[config.mk]
export PLATFORM = sky130hd
export DESIGN_NAME = fetch_pc_unit
export DESIGN_NICKNAME = d
export VERILOG_FILES = /design/src/rtl/fetch_pc_unit.sv
export SDC_FILE = /design/constraint.sdc
export NUM_CORES = 1
export LEC_CHECK = 0
export ABC_CLOCK_PERIOD_IN_PS = 7900
export CAP_MARGIN = 0
export CELL_PAD_IN_SITES_DETAIL_PLACEMENT = 0
export CELL_PAD_IN_SITES_GLOBAL_PLACEMENT = 1
export CORE_UTILIZATION = 37
export CTS_BUF_LIST = sky130_fd_sc_hd__clkbuf_8 sky130_fd_sc_hd__clkbuf_16
export CTS_CLUSTER_SIZE = 10
export DETAILED_ROUTE_END_ITERATION = 7
export PLACE_DENSITY = 0.82
export SLEW_MARGIN = 25
export SYNTH_ARGS = -nofsm -noshare
export SYNTH_HDL_FRONTEND = slang
export SYNTH_SLANG_ARGS = --single-unit
[constraint.sdc]
create_clock -name clk -period 7.9 [get_ports clk]
set_input_delay 1.58 -clock clk [delete_from_list [all_inputs] [get_ports clk]]
set_output_delay 1.58 -clock clk [all_outputs]
set_load 0.03 [all_outputs]
[src/rtl/fetch_pc_unit.sv]
// Fetch-stage PC generator.
// Owns the architectural fetch PC presented to the I-cache, applies redirects
// from the hazard controller (bumping an epoch tag so stale fetches can be
// dropped downstream), honours IF stall/flush, and keeps saturating
// redirect/stall statistics plus a sticky redirect-misalignment flag.
module fetch_pc_unit #(
  parameter int                    ADDR_WIDTH  = 32,
  parameter logic [ADDR_WIDTH-1:0] RESET_PC    = 32'h0000_0000,
  parameter int                    EPOCH_WIDTH = 3,
  parameter int                    CNT_WIDTH   = 16
) (
  input  logic                   clk,
  input  logic                   rst,
  input  logic                   i2i_stall,
  input  logic                   i2i_flush,
  input  logic                   load_pc_we,
  input  logic [ADDR_WIDTH-1:0]  load_pc_new_pc,
  output logic [ADDR_WIDTH-1:0]  fetch_pc,
  output logic                   fetch_valid,
  output logic [EPOCH_WIDTH-1:0] fetch_epoch,
  output logic [CNT_WIDTH-1:0]   redirect_count,
  output logic [CNT_WIDTH-1:0]   stall_count,
  output logic                   align_err
);

  // BOOT: first cycle out of reset, RESET_PC not yet fetched.
  // RUN: live fetch. SQUASH: the cycle after a flush, fetch is dead.
  typedef enum logic [1:0] {
    ST_BOOT,
    ST_RUN,
    ST_SQUASH
  } state_t;

  state_t state;

  // PC / epoch / state / statistics update, redirect > stall > flush > advance.
  // fetch_valid is written alongside the next state so it stays a pure
  // registered decode with no combinational path from the hazard inputs.
  always_ff @(posedge clk) begin
    // NOTE: all state here uses non-blocking assignments so every register
    // samples the pre-edge values of the others, independent of statement order.
    if (rst) begin
      state          <= ST_BOOT;
      fetch_pc       <= RESET_PC;
      fetch_valid    <= 1'b0;
      fetch_epoch    <= '0;
      redirect_count <= '0;
      stall_count    <= '0;
      align_err      <= 1'b0;
    end else if (load_pc_we) begin
      // The I-cache keeps no record of a missed request, so a redirect may
      // overwrite a stalled or flushed fetch outright.
      fetch_pc    <= {load_pc_new_pc[ADDR_WIDTH-1:2], 2'b00};
      fetch_epoch <= fetch_epoch + EPOCH_WIDTH'(1);
      if (redirect_count != '1) begin
        redirect_count <= redirect_count + CNT_WIDTH'(1);
      end
      if (load_pc_new_pc[1:0] != 2'b00) begin
        align_err <= 1'b1;
      end
      state       <= ST_RUN;
      fetch_valid <= 1'b1;
    end else if (i2i_stall) begin
      // PC, epoch, state and fetch_valid all hold.
      if (stall_count != '1) begin
        stall_count <= stall_count + CNT_WIDTH'(1);
      end
    end else if (i2i_flush) begin
      // Keep the PC; the next cycle presents it as a dead fetch.
      state       <= ST_SQUASH;
      fetch_valid <= 1'b0;
    end else begin
      // Leaving BOOT keeps the PC so RESET_PC is the first live fetch;
      // RUN and SQUASH step to the next sequential word (wraps at the top).
      if (state != ST_BOOT) begin
        fetch_pc <= fetch_pc + ADDR_WIDTH'(4);
      end
      state       <= ST_RUN;
      fetch_valid <= 1'b1;
    end
  end

endmodule
==> run_results.csv, run 1 <==
group,metric,value,unit
timing,maxSlewViolCount,0,
clocking,clock-sinks,68,
synth,synth-simple-area-share,29.13,%
min_path,holdCritStartpoint,"align_err$_SDFFE_PP0P_",
finish,multiInputGateArea,1988,sq um
synth,synth.distinct_cells,48,
clocking,clk_latency,0.34,ns
timing,hold-worst-slack,0.4518,ns
setup_path,path_cells,"clkdlybuf4s50_1 > or2_1 > or3_4 > or4_4 > or3_1 > a311oi_1",
synth,syn-cell-area,3492,sq um
outcome,outcome,"completed",
detailed_routing,drt_pass1_iterations,4,
setup_path,crit_path_start,"i2i_stall",
floorplan,die_w,99.15,um
clocking,root_buffer,"clkbuf_8",
clocking,cts_tree,"built",
placed_design,post-dp-hpwl,6547,um
timing,setup_violations,0,
setup_path,crit_path_start_kind,"input port",
timing,relSlewSlack,39.51,%
synth,avgSynthCellArea,8.197,sq um
setup_path,endpoint_kind,"flip-flop",
setup_path,worstSetupPathType,"in -> reg",
job,cap_violations,0,
timing,rsz0062_at_grt,"false",
timing,timing.fmax,259.3,MHz
synth,ys.flop_type,"dfxtp_1",
finish,final_util,51.37,%
clocking,cts_setup_buffers,0,
detailed_routing,via_per_inst,5.367,
detailed_routing,drc,0,
power,p_leak,1.574,nW
clocking,cts-resized-gates,0,
finish,regArea,1361,sq um
setup_path,cpPeakStageDelay,0.55,ns
setup_path,path_max_fanout,8,
synth,synth_edf_count,0,
finish,fillers,912,
detailed_routing,wire_per_inst,14.97,um
clocking,htreeDepth,3,
clocking,cts-buffers-inserted,9,
placed_design,placed_cell_area,4548,sq um
floorplan,die_h,99.15,um
finish,drive_gt1_share,5.374,%
finish,fin_nets,557,
setup_path,worstPathArrival,4.10,ns
global_routing,grt_pass1_wl,15500,um
timing,worst_slack,4.043,ns
floorplan,core-area,9196,sq um
setup_path,required,8.14,ns
floorplan,rows,35,
setup_path,rr_startpoint,"fetch_pc[4]$_SDFFE_PP0P_",
detailed_routing,final_antenna_net_count,0,
clocking,holdBufCountCts,0,
floorplan,start_util,37.97,%
setup_path,crit_slowest_cell,"or4_4",
synth,synth_mux_area_share,1.433,%
floorplan,die_area,9831,sq um
synth,seq_area_frac_synth,38.98,%
detailed_routing,vias,3392,
floorplan,io_pins,106,
clocking,clk_pin_slew_worst_paths,0.07,ns
placed_design,place_ws,3.737,ns
synth,ys_ff_latch,68,
timing,finalHoldViolations,0,
synth,synth_compound_area_share,12.68,%
detailed_routing,drt-initial-drc-count,99,
detailed_routing,wl,9461,um
finish,syn2layout_area_growth,35.29,%
finish,finalNonFillerCells,632,
timing,worst_slew_pin_slew,0.9061,ns
power,ir_drop,0.08137,mV
timing,fin_crit,3.857,ns
timing,finalCritPeriodShare,48.82,%
synth,synth_top_family_by_area,"simple AND/OR/NAND/NOR gates",
synth,ys_warn_count,0,
global_routing,grt.overflow.total,0,
synth,synthXorXnorAreaFrac,12.04,%
placed_design,place.gp.congestion,0.8487,
global_routing,grt_usage,19.74,%
global_routing,antenna_found_initial,0,
setup_path,rrSetupSlack,5.21,ns
synth,yosys.area_share.adder,1.433,%
power,powerDensity,160.4,nW/um^2
timing,fin_setup_tns,0,ns
finish,stdcell_area,4725,sq um
placed_design,port_buffers,103,
global_routing,grt_pass1_vias,3159,
global_routing,grt_max_degree,66,
finish,antenna-diode-count,0,
timing,fin_skew,0.009784,ns
power,p_total,758.0,uW
min_path,min_path_type,"reg -> reg",
placed_design,dp.cells,616,
synth,netlist_instances,426,
synth,synthArstFlopShare,0,%
clocking,clk_path_buf_depth,2,
-- per-layer routing --
metal  part of all wire [%]  global-route usage [%]  vias to the layer above
li1                       -                       -                     1698
met1                     48                   25.93                     1612
met2                     47                   33.08                       75
met3                    4.1                   3.514                        7
met4                    1.1                   6.222                        0
met5                      0                       0                        -
-- path summary, 6_finish.rpt --
kind                            cells past startpoint                   endpoint
worst max-delay path                                6  fetch_pc[29]$_SDFFE_PP0P_
worst min-delay path                                2     align_err$_SDFFE_PP0P_
worst max register to register                      5  fetch_pc[29]$_SDFFE_PP0P_
worst min register to register                      2     align_err$_SDFFE_PP0P_
-- cell usage after synthesis (2+ instances only) --
cell type  instances  share of area, %
dfxtp_1           68                39
nor2_1            63               6.8
nand2_1           34               3.7
xnor2_1           31               7.8
nand3_1           22               3.2
a211oi_1          21               4.5
clkbuf_1          21               2.3
xor2_1            17               4.3
a21oi_1           16               2.3
nand4_1           15               2.7
nor3_1            14               2.0
o21ai_0           13               1.9
nor4_1            12               2.1
and3_1             8               1.4
and4_1             7               1.8
or3_1              7               1.3
inv_1              6              0.64
mux2i_1            5               1.4
a311oi_1           4               1.0
ha_1               4               1.4
or2_2              4              0.72
nand4b_1           3              0.75
buf_4              2              0.43
buf_6              2              0.64
nor4b_1            2              0.50
o21a_1             2              0.43
o21bai_1           2              0.43
-- power breakdown --
part | switching, mW | internal, mW | leakage (nW) | total [mW]
Combinational | 0.0647 | 0.0557 | 0.939 | 0.120
Clock | 0.148 | 0.115 | 0.0779 | 0.263
Sequential | 0.0177 | 0.357 | 0.557 | 0.375
-- cell usage in the layout, fill, tap and decap left out, types with 9 or more instances in the layout --
master           instances
a211oi_1                21
a21oi_1                 16
clkbuf_8                 9
clkdlybuf4s50_1        102
dfxtp_1                 68
nand2_1                 34
nand3_1                 22
nand4_1                 15
nor2_1                  63
nor3_1                  14
nor4_1                  12
o21ai_0                 13
xnor2_1                 31
xor2_1                  17
-- state kept, by name, summed over array words and instances, names as in the netlist --
signal          cells
fetch_epoch         3
align_err           1
fetch_valid         1
stall_count        16
state               1
redirect_count     16
fetch_pc           30
-- cell families after synthesis --
| logic type | after synthesis |
|---|---|
| other cells | 1 |
| simple gates | 200 |
| mux | 5 |
| flops | 68 |
| buf+inv | 33 |
| fa+ha+maj | 4 |
| xor+xnor | 48 |
| compound gates | 67 |
-- worst max-delay path, delay by kind of cell --
family,cells,cell delay [ns]
AO/OA/AOI/OAI,1,0.26
buffers and inverters,1,0.52
AND/OR/NAND/NOR,4,1.73
-- cell type report --
| class | instances | area share, % |
|---|---|---|
| flip-flops and latches | 68 | 28.81 |
| multi-input cells | 326 | 42.08 |
| inverters | 7 | 0.5561 |
| well taps | 111 | 2.940 |
| repair buffers | 104 | 21.87 |
| clock inverters | 7 | 1.112 |
| clock buffers | 9 | 2.622 |
Note: power is estimated with default switching activity, not from simulation.
==> inputs of run 2 (changes only) <==
ABC_CLOCK_PERIOD_IN_PS = 3600   (was 7900)
CORE_UTILIZATION = 34   (was 37)
PLACE_DENSITY = 0.76   (was 0.82)
clock period = 3.6 ns   (was 7.9 ns; I/O delays follow)
==> run 2 against run 1 <==
  * Sequential power up 120%
  * Critical path depth unchanged
  * Critical endpoint unchanged
  * Hold slack better by 0.0086 ns
  * Power up 150%
  * Combinational power up 120%
  * Register-to-register slack worse by 3.9 ns
  * Highest routed layer unchanged
  * Design area up 2.9%
  * Via count unchanged
==> run_results.csv, run 2 (synthesis gave the netlist of run 1 again) <==
group,metric,value,unit
outcome,outcome,"completed",
timing,worst_slew_pin_slew,0.8589,ns
setup_path,rr_worst_depth,5,
floorplan,die_area,10680,sq um
clocking,clock-sinks,68,
global_routing,grt_util_met2,30.26,%
finish,largest-register,"fetch_pc",
finish,largest_register_ffs,30,
detailed_routing,drt-initial-drc-count,87,
timing,relSlewSlack,42.30,%
detailed_routing,via_per_inst,5.147,
power,power.share.switching,25.37,%
finish,final_cell_mix,"clkdlybuf4s50_1, dfxtp_1, nor2_1, nand2_1, xnor2_1",
power,ir_drop,0.1907,mV
min_path,min_path_cells,2,
setup_path,worstSetupPathType,"in -> reg",
setup_path,endpoint_kind,"flip-flop",
finish,syn2layout_area_growth,39.27,%
min_path,min_path_type,"reg -> reg",
setup_path,timing.rr.end,"fetch_pc[29]$_SDFFE_PP0P_",
floorplan,die_h,103.3,um
floorplan,core-area,9864,sq um
global_routing,antenna_found_initial,0,
clocking,holdBufCountCts,0,
timing,setup_violations,0,
global_routing,grt.overflow.total,0,
clocking,clk_latency,0.34,ns
power,clkPwrFrac,42.1,%
setup_path,crit_slowest_cell,"or4_4",
clocking,cts_tree,"built",
finish,fin_nets,562,
clocking,cts-resized-gates,0,
power,powerDensity,386.6,nW/um^2
timing,fin_crit,2.936,ns
finish,drive_gt1_share,6.084,%
global_routing,grt_pass1_wl,15330,um
global_routing,met3_usage,5.175,%
power,p_int,1.403,mW
placed_design,post-dp-hpwl,6719,um
setup_path,required,3.83,ns
placed_design,place.gp.congestion,0.7728,
detailed_routing,wl,9463,um
global_routing,globalRouteMet1Util,24.06,%
floorplan,die_w,103.3,um
power,p_switching,476.9,uW
power,p_leak,1.650,nW
min_path,holdCritStartpoint,"align_err$_SDFFE_PP0P_",
placed_design,dp.cells,643,
detailed_routing,final_antenna_net_count,0,
placed_design,port_buffers,103,
timing,finalCritPeriodShare,81.55,%
finish,finalNonFillerCells,659,
setup_path,cpPeakStageDelay,0.54,ns
timing,fin_setup_tns,0,ns
detailed_routing,wire_per_inst,14.36,um
min_path,hold_end,"align_err$_SDFFE_PP0P_",
timing,finalHoldViolations,0,
finish,multiInputGateArea,1988,sq um
timing,timing.fmax,340.6,MHz
clocking,cts_setup_buffers,0,
power,seqPwrFrac,43.7,%
finish,fillers,984,
global_routing,grt_usage,18.46,%
floorplan,rows,36,
detailed_routing,drc,0,
setup_path,crit_path_start_kind,"input port",
setup_path,rrSetupSlack,1.31,ns
floorplan,start_util,35.40,%
setup_path,path_max_fanout,8,
timing,rsz0062_at_grt,"false",
clocking,root_buffer,"clkbuf_8",
finish,regArea,1361,sq um
setup_path,worstPathArrival,3.17,ns
setup_path,rr_startpoint,"fetch_pc[11]$_SDFFE_PP0P_",
clocking,cts-buffers-inserted,9,
clocking,clk_pin_slew_worst_paths,0.08,ns
timing,maxSlewViolCount,0,
timing,hold-worst-slack,0.4604,ns
finish,antenna-diode-count,0,
detailed_routing,drt_pass1_iterations,4,
global_routing,top_usage_layer,"met2",
global_routing,grt_max_degree,37,
clocking,clk_path_buf_depth,2,
timing,fin_skew,0.01214,ns
detailed_routing,vias,3392,
global_routing,grt_pass1_vias,3125,
job,cap_violations,0,
finish,final_common_cell,"clkdlybuf4s50_1",
setup_path,path_cells,"clkdlybuf4s50_1 > or2_1 > or3_4 > or4_4 > or3_1 > a311oi_1",
power,share_comb_of_total_power,14.2,%
floorplan,io_pins,106,
finish,largestRegisters,"fetch_pc (30), redirect_count (16), stall_count (16)",
clocking,htreeDepth,3,
==> run 2: cell types whose count changed in the layout (fill, tap and decap cells not counted), sizes merged <==
cell	before	now
clkinv	2	1
bufinv	0	3
buf	2	7
clkbuf	9	11
clkinvlp	4	0
==> run 2: critical path, delay by kind of cell <==
family          cells  cell delay (ns)
compound gates      1             0.30
buf+inv             1             0.45
simple gates        4             1.70
==> run 2: stage by stage <==
stage	util [%]	worst slack, ns	total power, mW	instance area [sq um]
global route	49.30	0.5308	1.959	4863
global placement	46.77	0.4320	1.106	4613
finish	49.30	0.6643	1.880	4863
detailed placement	46.77	0.4056	1.108	4613
floorplan	-	0.8589	0.9801	3496
CTS	49.30	0.6843	1.901	4863
==> run 2: power by group through the flow <==
stage	Sequential [mW]	Combinational [mW]	Clock [mW]
6_report	0.822	0.267	0.792
5_1_grt	0.827	0.290	0.842
4_1_cts	0.822	0.271	0.808
3_5_place_dp	0.839	0.269	0
3_3_place_gp	0.839	0.266	0
2_1_floorplan	0.892	0.0877	0
==> run 2: area by class of cell <==
type / instances / share of cell area (%)
repair buffers: 109 / 22.02
flip-flops and latches: 68 / 27.99
inverters: 7 / 0.5403
multi-input cells: 326 / 40.88
well taps: 133 / 3.422
clock inverters: 5 / 2.032
clock buffers: 11 / 3.113
==> run 2: worst max-delay path by stage <==
stage	start	endpoint	slack [ns]
global placement	i2i_flush	fetch_pc[29]$_SDFFE_PP0P_	0.43
CTS	i2i_flush	fetch_pc[29]$_SDFFE_PP0P_	0.68
floorplan	i2i_flush	fetch_pc[29]$_SDFFE_PP0P_	0.86
finish	i2i_flush	fetch_pc[29]$_SDFFE_PP0P_	0.66
global route	i2i_flush	fetch_pc[29]$_SDFFE_PP0P_	0.53
detailed placement	i2i_flush	fetch_pc[29]$_SDFFE_PP0P_	0.41
==> run 2: per-layer routing <==
metal / up-vias / wire length (um)
met5: - / 0
met4: 0 / 70
met3: 7 / 536
met2: 87 / 4577
met1: 1590 / 4279
li1: 1708 / -
